### config.mk
export PLATFORM = sky130hd
export DESIGN_NAME = bcd_countdown_timer_flat
export DESIGN_NICKNAME = d
export VERILOG_FILES = /design/src/rtl/bcd_countdown_timer_pkg.sv /design/src/rtl/bcd_countdown_timer_if.sv /design/src/rtl/bcd_down_digit.sv /design/src/rtl/bcd_countdown_timer.sv /design/src/flat_wrapper.sv
export SDC_FILE = /design/constraint.sdc
export NUM_CORES = 1
export LEC_CHECK = 0
export CORE_MARGIN = 3
export CORE_UTILIZATION = 50
export CTS_BUF_LIST = sky130_fd_sc_hd__clkbuf_4 sky130_fd_sc_hd__clkbuf_8 sky130_fd_sc_hd__clkbuf_16
export DETAILED_ROUTE_END_ITERATION = 10
export PLACE_DENSITY = 0.89
export SYNTH_ARGS = -nofsm -noshare
export SYNTH_HDL_FRONTEND = slang
export SYNTH_SLANG_ARGS = --single-unit
### constraint.sdc
create_clock -name clk -period 2.2 [get_ports clk]
set_clock_uncertainty 0.15 [all_clocks]
set_input_delay 0.33 -clock clk [delete_from_list [all_inputs] [get_ports clk]]
set_output_delay 0.33 -clock clk [all_outputs]
set_load 0.005 [all_outputs]
### src/rtl/bcd_countdown_timer_pkg.sv
// Shared types and helpers for the BCD countdown timer.
// Decade clamp and FSM state encoding.
package bcd_pkg;

  typedef enum logic [1:0] {
    IDLE    = 2'd0,
    RUN     = 2'd1,
    EXPIRED = 2'd2
  } state_t;

  localparam logic [3:0] BCD_MAX = 4'd9;

  function automatic logic [3:0] bcd_clamp(
    input logic [3:0] nibble
  );
    return (nibble > BCD_MAX) ? BCD_MAX : nibble;
  endfunction

endpackage

### src/rtl/bcd_countdown_timer_if.sv
// Control and status bundle of the BCD countdown timer.
// master drives the controls, slave is the timer.
interface bcd_countdown_timer_if #(
  parameter int DIGITS = 3
);
  logic                  load;
  logic [4*DIGITS-1:0]   load_val;
  logic                  start;
  logic                  stop;
  logic                  tick;
  logic [4*DIGITS-1:0]   count;
  logic                  running;
  logic                  expired;
  logic                  done;
  logic                  err;

  modport master (
    output load, load_val, start, stop, tick,
    input  count, running, expired, done, err
  );

  modport slave (
    input  load, load_val, start, stop, tick,
    output count, running, expired, done, err
  );
endinterface

### src/rtl/bcd_down_digit.sv
// One BCD decade of the down-counter.
// Wraps 0 -> 9 and flags a borrow into the next decade.
module bcd_down_digit
  import bcd_pkg::*;
(
  input  logic       clk,
  input  logic       rst,
  input  logic       load,
  input  logic [3:0] load_digit,
  input  logic       dec,
  output logic [3:0] q,
  output logic       borrow_out
);

  assign borrow_out = dec & (q == 4'd0);

  always_ff @(posedge clk or negedge rst) begin
    if (!rst) begin
      q <= 4'd0;
    end else if (load) begin
      q <= load_digit;
    end else if (dec) begin
      q <= (q == 4'd0) ? BCD_MAX : q - 4'd1;
    end
  end

endmodule

### src/rtl/bcd_countdown_timer.sv
// Loadable multi-decade BCD countdown timer.
// Start/stop/expiry FSM with optional auto-reload.
module bcd_countdown_timer
  import bcd_pkg::*;
#(
  parameter int DIGITS      = 3,
  parameter bit AUTO_RELOAD = 1'b0
) (
  input  logic                  clk,
  input  logic                  rst,
  bcd_countdown_timer_if.slave  bus
);

  localparam int W = 4 * DIGITS;

  state_t         state;
  logic [W-1:0]   reload;
  logic [W-1:0]   clamped;
  logic [W-1:0]   load_digits;
  wire  [W-1:0]   count;
  wire  [DIGITS:0] borrow;
  logic           any_big;
  logic           nonzero;
  logic           is_one;
  logic           run_tick;
  logic           reload_now;
  logic           dig_load;
  logic           done_q;
  logic           err_q;
  logic           unused_borrow;

  always_comb begin
    clamped = '0;
    any_big = 1'b0;
    for (int k = 0; k < DIGITS; k++) begin
      clamped[4*k +: 4] = bcd_clamp(bus.load_val[4*k +: 4]);
      if (bus.load_val[4*k +: 4] > BCD_MAX) begin
        any_big = 1'b1;
      end
    end
  end

  assign nonzero  = |count;
  assign is_one   = (count == W'(1));
  assign run_tick = ~bus.load & ~bus.stop & ~bus.start
                  & bus.tick & (state == RUN);

  // Reload from the stored value: tick at zero, or restart after expiry.
  assign reload_now = (run_tick & ~nonzero)
                    | (~bus.load & ~bus.stop & bus.start
                       & (state == EXPIRED));

  assign dig_load    = bus.load | reload_now;
  assign load_digits = bus.load ? clamped : reload;
  assign borrow[0]   = run_tick & nonzero;
  assign unused_borrow = borrow[DIGITS];

  for (genvar k = 0; k < DIGITS; k++) begin : g_digit
    bcd_down_digit u_digit (
      .clk        (clk),
      .rst        (rst),
      .load       (dig_load),
      .load_digit (load_digits[4*k +: 4]),
      .dec        (borrow[k]),
      .q          (count[4*k +: 4]),
      .borrow_out (borrow[k+1])
    );
  end

  always_ff @(posedge clk or negedge rst) begin
    if (!rst) begin
      state  <= IDLE;
      reload <= '0;
      done_q <= 1'b0;
      err_q  <= 1'b0;
    end else begin
      done_q <= 1'b0;
      err_q  <= 1'b0;
      if (bus.load) begin
        state  <= IDLE;
        reload <= clamped;
        err_q  <= any_big;
      end else if (bus.stop) begin
        state <= IDLE;
      end else if (bus.start) begin
        case (state)
          IDLE:    state <= nonzero ? RUN : EXPIRED;
          EXPIRED: state <= (|reload) ? RUN : EXPIRED;
          default: state <= state;
        endcase
      end else if (run_tick) begin
        if (!nonzero) begin
          done_q <= ~|reload;
        end else if (is_one) begin
          done_q <= 1'b1;
          if (!AUTO_RELOAD) begin
            state <= EXPIRED;
          end
        end
      end
    end
  end

  assign bus.count   = count;
  assign bus.running = (state == RUN);
  assign bus.expired = (state == EXPIRED);
  assign bus.done    = done_q;
  assign bus.err     = err_q;

endmodule

### src/flat_wrapper.sv
// flat-port wrapper written by rule: the top's interface ports become plain ports
module bcd_countdown_timer_flat import bcd_pkg::*;
#(
  parameter int DIGITS      = 3,
  parameter bit AUTO_RELOAD = 1'b0
)
  (clk, rst, bus_load, bus_load_val, bus_start, bus_stop, bus_tick, bus_count, bus_running, bus_expired, bus_done, bus_err);
  bcd_countdown_timer_if #(.DIGITS(DIGITS)) bus_i ();
  input  logic clk;
  input  logic rst;
  input wire logic [$bits(bus_i.load)-1:0] bus_load;
  input wire logic [$bits(bus_i.load_val)-1:0] bus_load_val;
  input wire logic [$bits(bus_i.start)-1:0] bus_start;
  input wire logic [$bits(bus_i.stop)-1:0] bus_stop;
  input wire logic [$bits(bus_i.tick)-1:0] bus_tick;
  output wire logic [$bits(bus_i.count)-1:0] bus_count;
  output wire logic [$bits(bus_i.running)-1:0] bus_running;
  output wire logic [$bits(bus_i.expired)-1:0] bus_expired;
  output wire logic [$bits(bus_i.done)-1:0] bus_done;
  output wire logic [$bits(bus_i.err)-1:0] bus_err;
  assign bus_i.load = bus_load;
  assign bus_i.load_val = bus_load_val;
  assign bus_i.start = bus_start;
  assign bus_i.stop = bus_stop;
  assign bus_i.tick = bus_tick;
  assign bus_count = bus_i.count;
  assign bus_running = bus_i.running;
  assign bus_expired = bus_i.expired;
  assign bus_done = bus_i.done;
  assign bus_err = bus_i.err;
  bcd_countdown_timer #(.DIGITS(DIGITS), .AUTO_RELOAD(AUTO_RELOAD)) u_core (.clk(clk), .rst(rst), .bus(bus_i));
endmodule
# --- After elaboration in Yosys (flattened, before gate mapping) ---
# Cells that the tools add are included.
totals:
  output_inout_bits: 16
  inputBits: 18
  romBits: 0
  latchBits: 0
  ram_bits: 0
  reg_bits: 28
  n_memories: 0
classes:
  n_lt_le_gt_ge: 3
  n_addsub: 3
  bitwise_logic: 16
  reduce_logical: 14
  shifts: 0
  div: 0
  n_eq_ne: 4
  n_mux: 32
  multipliers: 0
ops:
  columns: ["op", "count"]
  rows:
  - ["$mux 4", 12]
  - ["$reduce_or 12->1", 2]
  - ["$mux 2", 8]
  - ["$eq 12x1->1 const B", 1]
  - ["$gt 4x4->1 const B", 3]
  - ["$logic_not 4->1", 3]
  - ["$mux 12", 1]
  - ["$reduce_bool 4->1", 3]
  - ["$sub 4x1->4 const B", 3]
  - ["$and 1x1->1", 10]
  - ["$mux 1", 10]
  - ["$reduce_bool 2->1", 3]
  - ["$ne 5x2->1 const B", 1]
  - ["$not 1->1", 4]
  - ["$pmux 2 s2", 1]
  - ["$reduce_and 4->1", 1]
  - ["$eq 2x1->1 const B", 1]
  - ["$eq 2x2->1 const B", 1]
  - ["$logic_not 2->1", 1]
  - ["$or 1x1->1", 2]
  - ["$logic_not 1->1", 1]

# --- Logic depth before layout (Yosys ltp) ---
depth:
  depth_word: 10
  depth_mapped: 6
  mapped_depth_nobuf: 4

# --- Modules after synthesis ---
# From an unflattened synthesis, not the netlist that was laid out.
hier_totals:
  cells_unflattened: 145
  hier_area_um2: 1519.0
modules_own_cells:
  columns: ["mod", "n_inst", "area_per_inst_um2", "cells_per_inst", "seq_area_each_um2"]
  rows:
  - ["bcd_countdown_timer", 1, 824.5, 79, 400.4]
  - ["bcd_down_digit", 3, 231.5, 22, 100.1]

# --- Least setup slack after synthesis ---
# No wires, ideal clock.
synth_path:
  path_kind: "reg-to-reg"
  start: "register u_core.g_digit[0].u_digit.q[0]"
  end: "register u_core.g_digit[1].u_digit.q[1]"
  stages_incl_launch_ff: 5
  arrival_time_ps: 1812
  required_time_ps: 1925
  path_slack_ps: 113
  setup_time_ps: 125
  n_path_buf: 0
  cell_sequence: "dfrtp_1 or4_4 nor4_1 mux2_2 mux2_4"
synth_between:
  elab_chain_cells: 6
synth_rtl:
  columns: ["item", "line_no", "source"]
  rows:
  - ["start, declared", "bcd_down_digit.sv:11", "output logic [3:0] q,"]
  - ["start signal, assigned", "bcd_down_digit.sv:21", "q <= load_digit;"]
  - ["start signal, assigned", "bcd_down_digit.sv:23", "q <= (q == 4'd0) ? BCD_MAX : q - 4'd1;"]
  - ["$reduce_or 12->1", "bcd_countdown_timer.sv:43", "assign nonzero = |count;"]
  - ["$not 1->1", "bcd_countdown_timer.sv:49", "assign reload_now = (run_tick & ~nonzero)"]
  - ["$and 1x1->1", "bcd_countdown_timer.sv:49", null]
  - ["$or 1x1->1", "bcd_countdown_timer.sv:50", "| (~bus.load & ~bus.stop & bus.start"]
  - ["$or 1x1->1", "bcd_countdown_timer.sv:53", "assign dig_load = bus.load | reload_now;"]
  - ["$mux 4 or $reduce_bool 2->1 (tied branches)", null, null]
  - ["end signal, assigned", "bcd_down_digit.sv:21", null]
  - ["end signal, assigned", "bcd_down_digit.sv:23", null]
  - ["end, declared", "bcd_down_digit.sv:11", null]
# Parallel ways exist; a longest one is shown, timed or not.
# A chain may end at the register's enable or synchronous reset.

# --- Worst setup path after layout ---
layout_path:
  start: "register u_core.g_digit[0].u_digit.q[0]"
  end: "register u_core.g_digit[2].u_digit.q[3]"
layout_between:
  elab_chain_cells: 6
layout_rtl:
  columns: ["item", "line_no"]
  rows:
  - ["$reduce_or 12->1", "bcd_countdown_timer.sv:43"]
  - ["$not 1->1", "bcd_countdown_timer.sv:49"]
  - ["$and 1x1->1", "bcd_countdown_timer.sv:49"]
  - ["$or 1x1->1", "bcd_countdown_timer.sv:50"]
  - ["$or 1x1->1", "bcd_countdown_timer.sv:53"]
  - ["$mux 4 or $reduce_bool 2->1 (tied branches)", null]
  - ["end signal, assigned", "bcd_down_digit.sv:21"]
  - ["end signal, assigned", "bcd_down_digit.sv:23"]
  - ["end, declared", "bcd_down_digit.sv:11"]
# Parallel ways exist; a longest one is shown, timed or not.

==> metrics.txt <==
run status=finished, final reports clean; utilization after layout=0.749; fin area=2150 µm²; sequential-to-total area share from yosys stat=0.449; syn nets=166; Final Non-Filler Cells=245; Fin. Hold Viols=0; final setup TNS=0 ns; synthesized cell area=1560 µm²; CORE AREA=2880 µm²; CTS Buf Count=3; R2R setup slack=0.10 ns; boundary pin count=34; Final Slew Violations=0; Initial Utilization=0.543; vias in the first global route=1454; synthesis-to-layout area growth=38.0%; RSZ-0062 raised after global routing=yes; Yosys cell types=51; TritonCTS clock tree=done; nets=222; # fillers=201; clock root buffer=clkbuf_4; Syn Inst Count=148; Placer Congestion=0.923; setup violators final=0; largest net degree at the start of global routing=29; dpl ws=-0.130 ns; Hold Buf Count CTS=0; Rows=19; Clock Path Buffers=2; Hold WC Path Type=in2async; worst r2r dst=u_core.g_digit[2].u_digit.q[3]; Post-synth ARST share=1.00; Die H=61.9 µm; Die Area=3830 µm²; synth warn=0; dpl cell area=2090 µm²; I/O Buffers=33; Critical Path AT=2.19 ns; Routed WL=4200 µm; mean post-synth cell area=10.6 µm²; DR WL/cell=17.1 µm; gr usage total=0.245; Crit Reg-Reg Startpoint=u_core.g_digit[0].u_digit.q[0]; P_leak=0.892 nW; Slew headroom=0.727; maximum clock rate=476 MHz; overall power=1.30 mW; peak supply drop=0.443 mV; worst hold slack=0.208 ns; Vias per Instance=5.93; CTS H-tree lvls=1; fin worst setup slack=0.101 ns; WP data required=2.29 ns; top_reg_cell synth=dfrtp_1; flops & latches, synth=28; diodes inserted=0; clock transition at the registers of the reported paths=0.15 ns; vias=1454; insertion delay to the later sink of the worst-skew pair=0.33 ns; Worst-Margin Slew=0.404 ns; share of layout cells above drive strength 1=0.251; Crit Path Category=reg2reg; post-route ant nets=0; clock sink total=28; Detailed Route Iter0 Violations=96; first drt pass iteration count=4; clock period minus final worst setup slack=2.10 ns; dpl hpwl=3130 µm; first-pass GRT wire length=6820 µm; fin crit share=0.954; R2R depth=5; CP Launch Type=register; DRC=0; initial antenna violation count=0; placed cell count=241; EDFF count, synth=0; pwr dens=601 nW/µm²; total gr overflow=0; Crit Path Max Fanout=6; MaxCap Viol Count=0; DIE WIDTH=61.9 µm; Worst Setup End Kind=register
cell usage after synthesis, types with 4 or more instances:
cell       count  area share
inv_1          5       0.012
mux2_4         4       0.038
nor4_1         6       0.024
nor2_1        15       0.036
o21ai_0        4       0.013
nor3_1         4       0.013
a21oi_1        4       0.013
o2bb2ai_1      5       0.028
mux2_2         5       0.036
a22o_1         4       0.022
a31oi_1        5       0.020
dfrtp_1       28        0.45
nand2_1        7       0.017
state kept, by name (all words and copies together), names as in the netlist:
signal,flops
u_core.bus.err,1
u_core.bus.done,1
u_core.state,2
u_core.reload,12
u_core.g_digit.u_digit.q,12
cell usage in the layout, fill, tap and decap left out, types with 2 or more instances in the layout:
cell type,instances
clkdlybuf4s50_1,33
dfrtp_1,28
buf_4,22
nor2_1,15
nand2_1,7
o2bb2ai_1,5
inv_1,5
a31oi_1,5
mux2_2,5
nor4_1,5
o21ai_0,4
a22o_1,4
a21oi_1,4
nor3_1,4
mux2_4,4
or2_2,3
nand2b_1,3
o31ai_1,3
clkbuf_4,3
nor4_2,2
and2_1,2
nand3_1,2
nand4_1,2
a2bb2oi_1,2
o41ai_1,2
critical path: stages (launching register included):
cell	delay, ns
dfrtp_1	0.41
buf_4	0.16
nor4_2	0.37
nand4_1	0.28
o41a_1	0.38
mux2_4	0.26
per-layer routing:
metal / up-vias / wire, µm / global-route usage
li1: 675 / - / -
met1: 697 / 1720 / 0.313
met2: 65 / 2110 / 0.416
met3: 17 / 257 / 0.0351
met4: 0 / 118 / 0.103
met5: - / 0 / 0
power breakdown:
group	internal [mW]	switching (mW)	total, mW
registers	0.563	0.0512	0.614
logic	0.193	0.147	0.340
clock network	0.184	0.157	0.342
final cells by class:
class | instances | area [µm²] | share of cell area
multi-input combinational | 110 | 831 | 0.386
sequential | 28 | 701 | 0.325
timing repair buffer | 55 | 495 | 0.230
tap | 42 | 52.6 | 0.0244
clock inverter | 1 | 30.0 | 0.0139
clock buffer | 3 | 22.5 | 0.0105
inverter | 6 | 22.5 | 0.0105
cells by family (layout without fill, tap and decap cells):
group	Yosys count	in the layout	share of synthesized area
AND/OR/NAND/NOR	58	58	0.225
AO/OA/AOI/OAI	41	41	0.211
flip-flops	28	28	0.449
multiplexers	10	10	0.0809
buffers and inverters	10	65	0.0288
XOR/XNOR	1	1	0.00561
worst max-delay path by stage:
stage	startpoint	endpoint	slack, ns	depth (start not counted)
final	u_core.g_digit[0].u_digit.q[0]	u_core.g_digit[2].u_digit.q[3]	0.10	5
after CTS	u_core.g_digit[0].u_digit.q[0]	u_core.g_digit[1].u_digit.q[1]	0.03	4
after global placement	bus_load	u_core.g_digit[0].u_digit.q[3]	-0.08	6
after global routing	u_core.g_digit[0].u_digit.q[0]	u_core.g_digit[2].u_digit.q[3]	-0.005	5
after detailed placement	bus_load	u_core.g_digit[0].u_digit.q[3]	-0.13	6
after floorplan	u_core.g_digit[0].u_digit.q[0]	u_core.g_digit[1].u_digit.q[1]	0.11	4
timing repair:
action / 4_1_cts / 5_1_grt
endpoints found under the setup margin: 0 / 2
buffers inserted: 0 / 0
gates resized for setup: 0 / 2
hold endpoints to repair: 0 / 0
(Power assumes the default switching activity.)
